===== config.mk =====
export PLATFORM = sky130hd
export DESIGN_NAME = sync_sram_flat
export DESIGN_NICKNAME = d
export VERILOG_FILES = /design/src/rtl/sync_sram_if.sv /design/src/rtl/sync_sram.sv /design/src/flat_wrapper.sv
export SDC_FILE = /design/constraint.sdc
export NUM_CORES = 2
export LEC_CHECK = 0
export BUFFER_PORTS_ARGS = -buffer_cell sky130_fd_sc_hd__buf_2
export CAP_MARGIN = 10
export CORE_MARGIN = 5
export CORE_UTILIZATION = 30
export CTS_CLUSTER_SIZE = 24
export DETAILED_ROUTE_END_ITERATION = 8
export HOLD_SLACK_MARGIN = 0.02
export PLACE_DENSITY = 0.47
export SYNTH_ARGS = -nofsm -noshare
export SYNTH_HDL_FRONTEND = slang
export SYNTH_SLANG_ARGS = --single-unit

===== constraint.sdc =====
create_clock -name clk -period 20.7 [get_ports clk]
set_input_delay 1.035 -clock clk [delete_from_list [all_inputs] [get_ports clk]]
set_output_delay 1.035 -clock clk [all_outputs]
set_load 0.05 [all_outputs]

===== src/rtl/sync_sram_if.sv =====
// Local-bus port bundle for sync_sram: access request, clear request and registered responses.
interface sync_sram_if #(
  parameter int DATA_W = 8,
  parameter int ADDR_W = 8
);
  localparam int BE_W = DATA_W / 8;

  logic              cs;
  logic              wr;
  logic              rd;
  logic [BE_W-1:0]   be;
  logic [ADDR_W-1:0] addr;
  logic [DATA_W-1:0] din;
  logic              clr;
  logic [DATA_W-1:0] dout;
  logic              dout_valid;
  logic              busy;
  logic              err;

  modport master (
    output cs, wr, rd, be, addr, din, clr,
    input  dout, dout_valid, busy, err
  );

  modport slave (
    input  cs, wr, rd, be, addr, din, clr,
    output dout, dout_valid, busy, err
  );
endinterface


===== src/rtl/sync_sram.sv =====
// Synchronous single-port SRAM with byte enables, registered read port and a
// clear engine that fills every word with INIT_VAL after reset or on clr.
module sync_sram #(
  parameter int                DATA_W   = 8,
  parameter int                ADDR_W   = 8,
  parameter int                DEPTH    = 256,
  parameter logic [DATA_W-1:0] INIT_VAL = {DATA_W{1'b0}}
) (
  input  logic       clk,
  input  logic       rst_n,
  sync_sram_if.slave bus
);
  localparam int BE_W = DATA_W / 8;
  localparam logic [ADDR_W:0] DEPTH_L = (ADDR_W+1)'(DEPTH);
  localparam logic [ADDR_W:0] LAST_L  = (ADDR_W+1)'(DEPTH - 1);

  typedef enum logic [0:0] {ST_INIT = 1'b0, ST_IDLE = 1'b1} state_t;

  state_t            state_r, state_nxt_s;
  logic [ADDR_W:0]   ptr_r, ptr_nxt_s;
  logic [DATA_W-1:0] mem_r [DEPTH];
  logic              mem_we_s;
  logic [ADDR_W-1:0] mem_waddr_s;
  logic [DATA_W-1:0] mem_wdata_s;
  logic [DATA_W-1:0] rd_word_s;
  logic              in_range_s;
  logic              access_s;
  logic [DATA_W-1:0] dout_r, dout_nxt_s;
  logic              dout_valid_r, dout_valid_nxt_s;
  logic              err_r, err_nxt_s;
  logic              busy_r, busy_nxt_s;

  function automatic logic [DATA_W-1:0] merge_bytes(
    input logic [DATA_W-1:0] old_word,
    input logic [DATA_W-1:0] new_word,
    input logic [BE_W-1:0]   en
  );
    logic [DATA_W-1:0] res;
    res = old_word;
    for (int i = 0; i < BE_W; i++) begin
      if (en[i]) begin
        res[8*i +: 8] = new_word[8*i +: 8];
      end else begin
        res[8*i +: 8] = old_word[8*i +: 8];
      end
    end
    return res;
  endfunction

  assign in_range_s = ({1'b0, bus.addr} < DEPTH_L);
  assign access_s   = bus.cs & (bus.wr | bus.rd);
  assign rd_word_s  = mem_r[bus.addr];

  // Next-state, clear pointer, array write port and response values.
  always_comb begin
    state_nxt_s      = state_r;
    ptr_nxt_s        = ptr_r;
    mem_we_s         = 1'b0;
    mem_waddr_s      = ptr_r[ADDR_W-1:0];
    mem_wdata_s      = INIT_VAL;
    dout_nxt_s       = dout_r;
    dout_valid_nxt_s = 1'b0;
    err_nxt_s        = 1'b0;
    case (state_r)
      ST_INIT: begin
        mem_we_s  = 1'b1;
        ptr_nxt_s = ptr_r + {{ADDR_W{1'b0}}, 1'b1};
        if (ptr_r == LAST_L) begin
          state_nxt_s = ST_IDLE;
        end else begin
          state_nxt_s = ST_INIT;
        end
      end
      ST_IDLE: begin
        if (bus.clr) begin
          state_nxt_s = ST_INIT;
          ptr_nxt_s   = {(ADDR_W+1){1'b0}};
        end else if (access_s && in_range_s) begin
          if (bus.wr) begin
            mem_we_s    = 1'b1;
            mem_waddr_s = bus.addr;
            mem_wdata_s = merge_bytes(rd_word_s, bus.din, bus.be);
          end else begin
            mem_we_s = 1'b0;
          end
          // Read returns the pre-write word because rd_word_s is the current array value.
          if (bus.rd) begin
            dout_nxt_s       = rd_word_s;
            dout_valid_nxt_s = 1'b1;
          end else begin
            dout_valid_nxt_s = 1'b0;
          end
        end else if (access_s) begin
          err_nxt_s = 1'b1;
          if (bus.rd) begin
            dout_nxt_s       = {DATA_W{1'b0}};
            dout_valid_nxt_s = 1'b1;
          end else begin
            dout_valid_nxt_s = 1'b0;
          end
        end else begin
          dout_valid_nxt_s = 1'b0;
        end
      end
      default: begin
        state_nxt_s = ST_INIT;
        ptr_nxt_s   = {(ADDR_W+1){1'b0}};
      end
    endcase
    busy_nxt_s = (state_nxt_s == ST_INIT);
  end

  // State, pointer and registered outputs.
  always_ff @(posedge clk or negedge rst_n) begin
    if (!rst_n) begin
      state_r      <= ST_INIT;
      ptr_r        <= {(ADDR_W+1){1'b0}};
      dout_r       <= {DATA_W{1'b0}};
      dout_valid_r <= 1'b0;
      err_r        <= 1'b0;
      busy_r       <= 1'b1;
    end else begin
      state_r      <= state_nxt_s;
      ptr_r        <= ptr_nxt_s;
      dout_r       <= dout_nxt_s;
      dout_valid_r <= dout_valid_nxt_s;
      err_r        <= err_nxt_s;
      busy_r       <= busy_nxt_s;
    end
  end

  // Storage array; deliberately not reset, the clear engine defines its contents.
  always_ff @(posedge clk) begin
    if (mem_we_s) begin
      mem_r[mem_waddr_s] <= mem_wdata_s;
    end
  end

  assign bus.dout       = dout_r;
  assign bus.dout_valid = dout_valid_r;
  assign bus.err        = err_r;
  assign bus.busy       = busy_r;
endmodule


===== src/flat_wrapper.sv =====
// flat-port wrapper written by rule: the top's interface ports become plain ports
module sync_sram_flat 
#(
  parameter int                DATA_W   = 8,
  parameter int                ADDR_W   = 8,
  parameter int                DEPTH    = 256,
  parameter logic [DATA_W-1:0] INIT_VAL = {DATA_W{1'b0}}
)
  (clk, rst_n, bus_cs, bus_wr, bus_rd, bus_be, bus_addr, bus_din, bus_clr, bus_dout, bus_dout_valid, bus_busy, bus_err);
  sync_sram_if #(.DATA_W(DATA_W), .ADDR_W(ADDR_W)) bus_i ();
  input  logic clk;
  input  logic rst_n;
  input wire logic [$bits(bus_i.cs)-1:0] bus_cs;
  input wire logic [$bits(bus_i.wr)-1:0] bus_wr;
  input wire logic [$bits(bus_i.rd)-1:0] bus_rd;
  input wire logic [$bits(bus_i.be)-1:0] bus_be;
  input wire logic [$bits(bus_i.addr)-1:0] bus_addr;
  input wire logic [$bits(bus_i.din)-1:0] bus_din;
  input wire logic [$bits(bus_i.clr)-1:0] bus_clr;
  output wire logic [$bits(bus_i.dout)-1:0] bus_dout;
  output wire logic [$bits(bus_i.dout_valid)-1:0] bus_dout_valid;
  output wire logic [$bits(bus_i.busy)-1:0] bus_busy;
  output wire logic [$bits(bus_i.err)-1:0] bus_err;
  assign bus_i.cs = bus_cs;
  assign bus_i.wr = bus_wr;
  assign bus_i.rd = bus_rd;
  assign bus_i.be = bus_be;
  assign bus_i.addr = bus_addr;
  assign bus_i.din = bus_din;
  assign bus_i.clr = bus_clr;
  assign bus_dout = bus_i.dout;
  assign bus_dout_valid = bus_i.dout_valid;
  assign bus_busy = bus_i.busy;
  assign bus_err = bus_i.err;
  sync_sram #(.DATA_W(DATA_W), .ADDR_W(ADDR_W), .DEPTH(DEPTH), .INIT_VAL(INIT_VAL)) u_core (.clk(clk), .rst_n(rst_n), .bus(bus_i));
endmodule

==> summary.md <==
| Metric | Value |
|---|---|
| Post-layout minimum cycle time | 6.942 ns |
| Syn_nets | approximately 3900 |
| Max IR drop VDD | 0.06962 mV |
| Crit path required time | approximately 21 ns |
| Xor/xnor cell area share of the yosys netlist | 0.0004338 |
| Max Fclk | 0.1441 GHz |
| Worst Max-Slew Pin Slew | 1.269 ns |
| Initial antenna violation count | 13 |
| Cell-internal power | 0.006703 W |
| Syn avg cell area | roughly 21 sq um |
| Largest net degree at the start of global routing | 113 |
| Util after Layout | 0.3429 |
| WS Path Type | in2reg |
| Hold buffers post-CTS | 0 |
| Pre-antenna DRT Iters | 6 |
| Endpoints failing hold | 0 |
| Worst Path Max Fanout | 104 |
| Area grow syn2layout | 13.74% |
| Seq/Total Area, Yosys | 0.7676 |
| M3 GR Usage | 0.02597 |
| Clock power frac | 0.439 |
| Top-count cell post-synth | edfxtp_1 |
| Met2 usage | 0.2747 |
| Type of origin of the critical path | input pin |
| Final net count | 4069 |
| Setup bufs post-CTS | 0 |
| Multiplexer share of the synthesized area | 0.1507 |
| Clk_skew | 0.04794 ns |
| Synth top area cells | edfxtp_1 76%, mux4_2 13%, mux2i_1 1.5%, nor2_1 1.4%, nand2_1 0.68% |
| CTS Buffer Depth | 3 |
| Worst hold path class | in2async |
| Top Ports | 34 |
| Sw Share | 0.2137 |
| EDFF count, synth | 2048 |
| Post-CTS Resized | 0 |
| Period utilisation layout | 0.3353 |
| Post-route cell area | 0.09187 sq mm |
| Post-synth top area share | 0.7614 |
| Rows | 190 |
| H-tree levels | 4 |
| Critical Path Sink Type | register |
| Total GRT Usage | 0.1705 |
| Compound-Gate Fraction of Synth Area | 0.03012 |
| Static leakage | 30.99 nW |
| Unrepaired setup endpoints after global routing | no |
| Dpl cell area | 0.08515 sq mm |
| Die ar. | 0.2797 sq mm |
| Grt total ovfl | 0 |
| Layout cells sized above 1 | 0.2283 |
| Root Driver | clkbuf_16 |
| Largest family of logic cells by synthesized area | multiplexers |
| Core footprint | 0.2679 sq mm |
| Die Y | 528.9 microns |
| Cell count after synthesis | 3907 |
| Max Cap Viol | 0 |
| GR Util met1 | 0.2370 |
| Outcome | completed |
| Register share of total power | 0.531 |
| Rel. slew slack | 0.1511 |
| Port bufs | 32 |
| #FFs+latches synth | 2068 |
| Total CTS buffers | 211 |
| Chip width | roughly 530 microns |
| Max Transition Viols Final | 0 |
| Synth warn | 0 |
| CTS tree | done |
| Cell Pwr Density | 92.80 mW/mm^2 |
| Initial Util | 0.3015 |
| Area share of and/or/nand/nor cells after synthesis | 0.03329 |
| GRT busiest layer | met2 |
| First-pass GRT wire length | 337600 microns |
| Endpoint arrival time on the critical path | 7.42 ns |
| Final wirelength | 241700 microns |
| Final ANT Viol Nets | 0 |
| Yosys top cell by area | edfxtp_1 |
| Routed vias/inst | around 5.2 |
| GP Congestion | 0.8200 |
| Synthesized area | between 0.08 and 0.09 sq mm |
| Final Setup Violations | 0 |
| DP HPWL | 150300 microns |
| Clk sink count | 2068 |
| Gate power share | 0.030 |
| Starting DRT DRC Count | roughly 4800 |
| Via count | 40407 |
| Post-synth ARST share | 0.009671 |
| Vias in the first global route | around 41000 |
| Main synth FF type | edfxtp_1 |
| Net Sw Power | 0.001822 W |
| Reg clk slew, reported paths | roughly 0.060 ns |
| DRC errors left | 0 |
| Synthesized-area fraction occupied by adder cells | 0.0003098 |
| Worst skew pair latency | about 0.87 ns |
| Routed WL per cell | 31.09 microns |
| Commonest cells in the synthesized netlist | 2048 x edfxtp_1, 468 x mux4_2, 306 x nor2_1 |
| Setup TNS | 0 ns |
| Unique masters post-synth | 73 |
-- layout by cell type (no fill, tap or decap), drive strengths merged, types with 6 or more instances in the layout --
master   instances
nand3b           9
edfxtp        2048
and2             8
a22o             6
a22oi           72
a31oi           10
clkbuf         262
mux2i          122
o22ai           46
clkinv         102
bufinv          15
nand3           60
a211oi          24
a221oi          22
a21oi           60
o221ai          10
nor2b           28
o31ai           16
a311oi           6
buf            157
nand2          147
nor3            21
o21ai           45
mux4           478
nand2b          12
dfrtp           19
mux2            13
inv             16
nor2           306
o2111ai          6
a2111oi          8
-- per-stage QoR --
stage,instances,setup slack (ns),total power [W],hold WS (ns)
floorplan,3907,5.410,0.004773,0.4498
global placement,7382,12.67,0.004877,0.4601
detailed placement,7382,12.54,0.004876,0.4667
CTS,7770,13.48,0.008597,0.1518
global route,7772,13.29,0.008780,0.1851
finish,7775,13.76,0.008525,0.1989
-- layout make-up --
cell class                 instances  area (sq um)
inverter                          10         38.79
clock inverter                   126          1140
timing repair buffer             157          1191
multi-input combinational       1596         17490
clock buffer                     262          5554
tap                             3552          4444
antenna                            4         10.01
fill                           25039        176100
sequential                      2068         62000
-- layer usage --
metal / vias to the layer above / wire [microns]
li1: 16522 / -
met3: 354 / 14450
met2: 1463 / 115300
met4: 2 / 8188
met1: 22066 / 103800
met5: - / 13
-- worst max-delay path, cell delays in order --
cell,delay (ns)
buf_8,0.43
buf_12,0.57
buf_12,0.56
buf_4,0.77
mux4_2,0.37
mux2i_1,0.07
a221oi_1,0.67
nor4_1,0.13
a21oi_1,0.38
nand2_1,0.16
o21ai_4,0.16
buf_4,0.66
buf_4,0.88
-- power by group through the flow --
stage	clock, W	combinational, W	sequential (W)
after global placement	0	0.000259	0.00462
after CTS	0.00381	0.000258	0.00453
after detailed placement	0	0.000258	0.00462
final	0.00374	0.000255	0.00453
after global routing	0.00399	0.000264	0.00453
after floorplan	0	0.000154	0.00462
-- flip-flops by register name, indices dropped and copies added, names as in the netlist --
name                   count
u_core.mem_r            2048
u_core.ptr_r               9
u_core.bus.dout            8
u_core.bus.busy            1
u_core.bus.dout_valid      1
u_core.state_r             1
-- kinds of logic (layout without fill, tap and decap cells) --
| kind of cell | after synthesis | count (layout) |
|---|---|---|
| multiplexers | 613 | 613 |
| adder cells (fa/ha/maj) | 2 | 2 |
| buffers and inverters | 243 | 555 |
| flip-flops | 2068 | 2068 |
| other | 1 | 5 |
| XOR/XNOR | 4 | 4 |
| AO/OA/AOI/OAI | 354 | 354 |
| AND/OR/NAND/NOR | 622 | 622 |
-- final timing paths --
check,start,to,slack [ns],cells after the start
max in group asynchronous,rst_n,u_core.ptr_r[5],20.04,1
max,bus_addr[0],u_core.mem_r[111][7],13.76,13
min,rst_n,u_core.bus.dout_valid,0.20,1
min in group clk,u_core.bus.dout[2],u_core.bus.dout[2],0.48,2
min reg2reg,u_core.bus.dout[2],u_core.bus.dout[2],0.48,2
max reg2reg,u_core.state_r,u_core.mem_r[94][4],16.00,7
No activity file was read; power rests on OpenSTA's default activity.
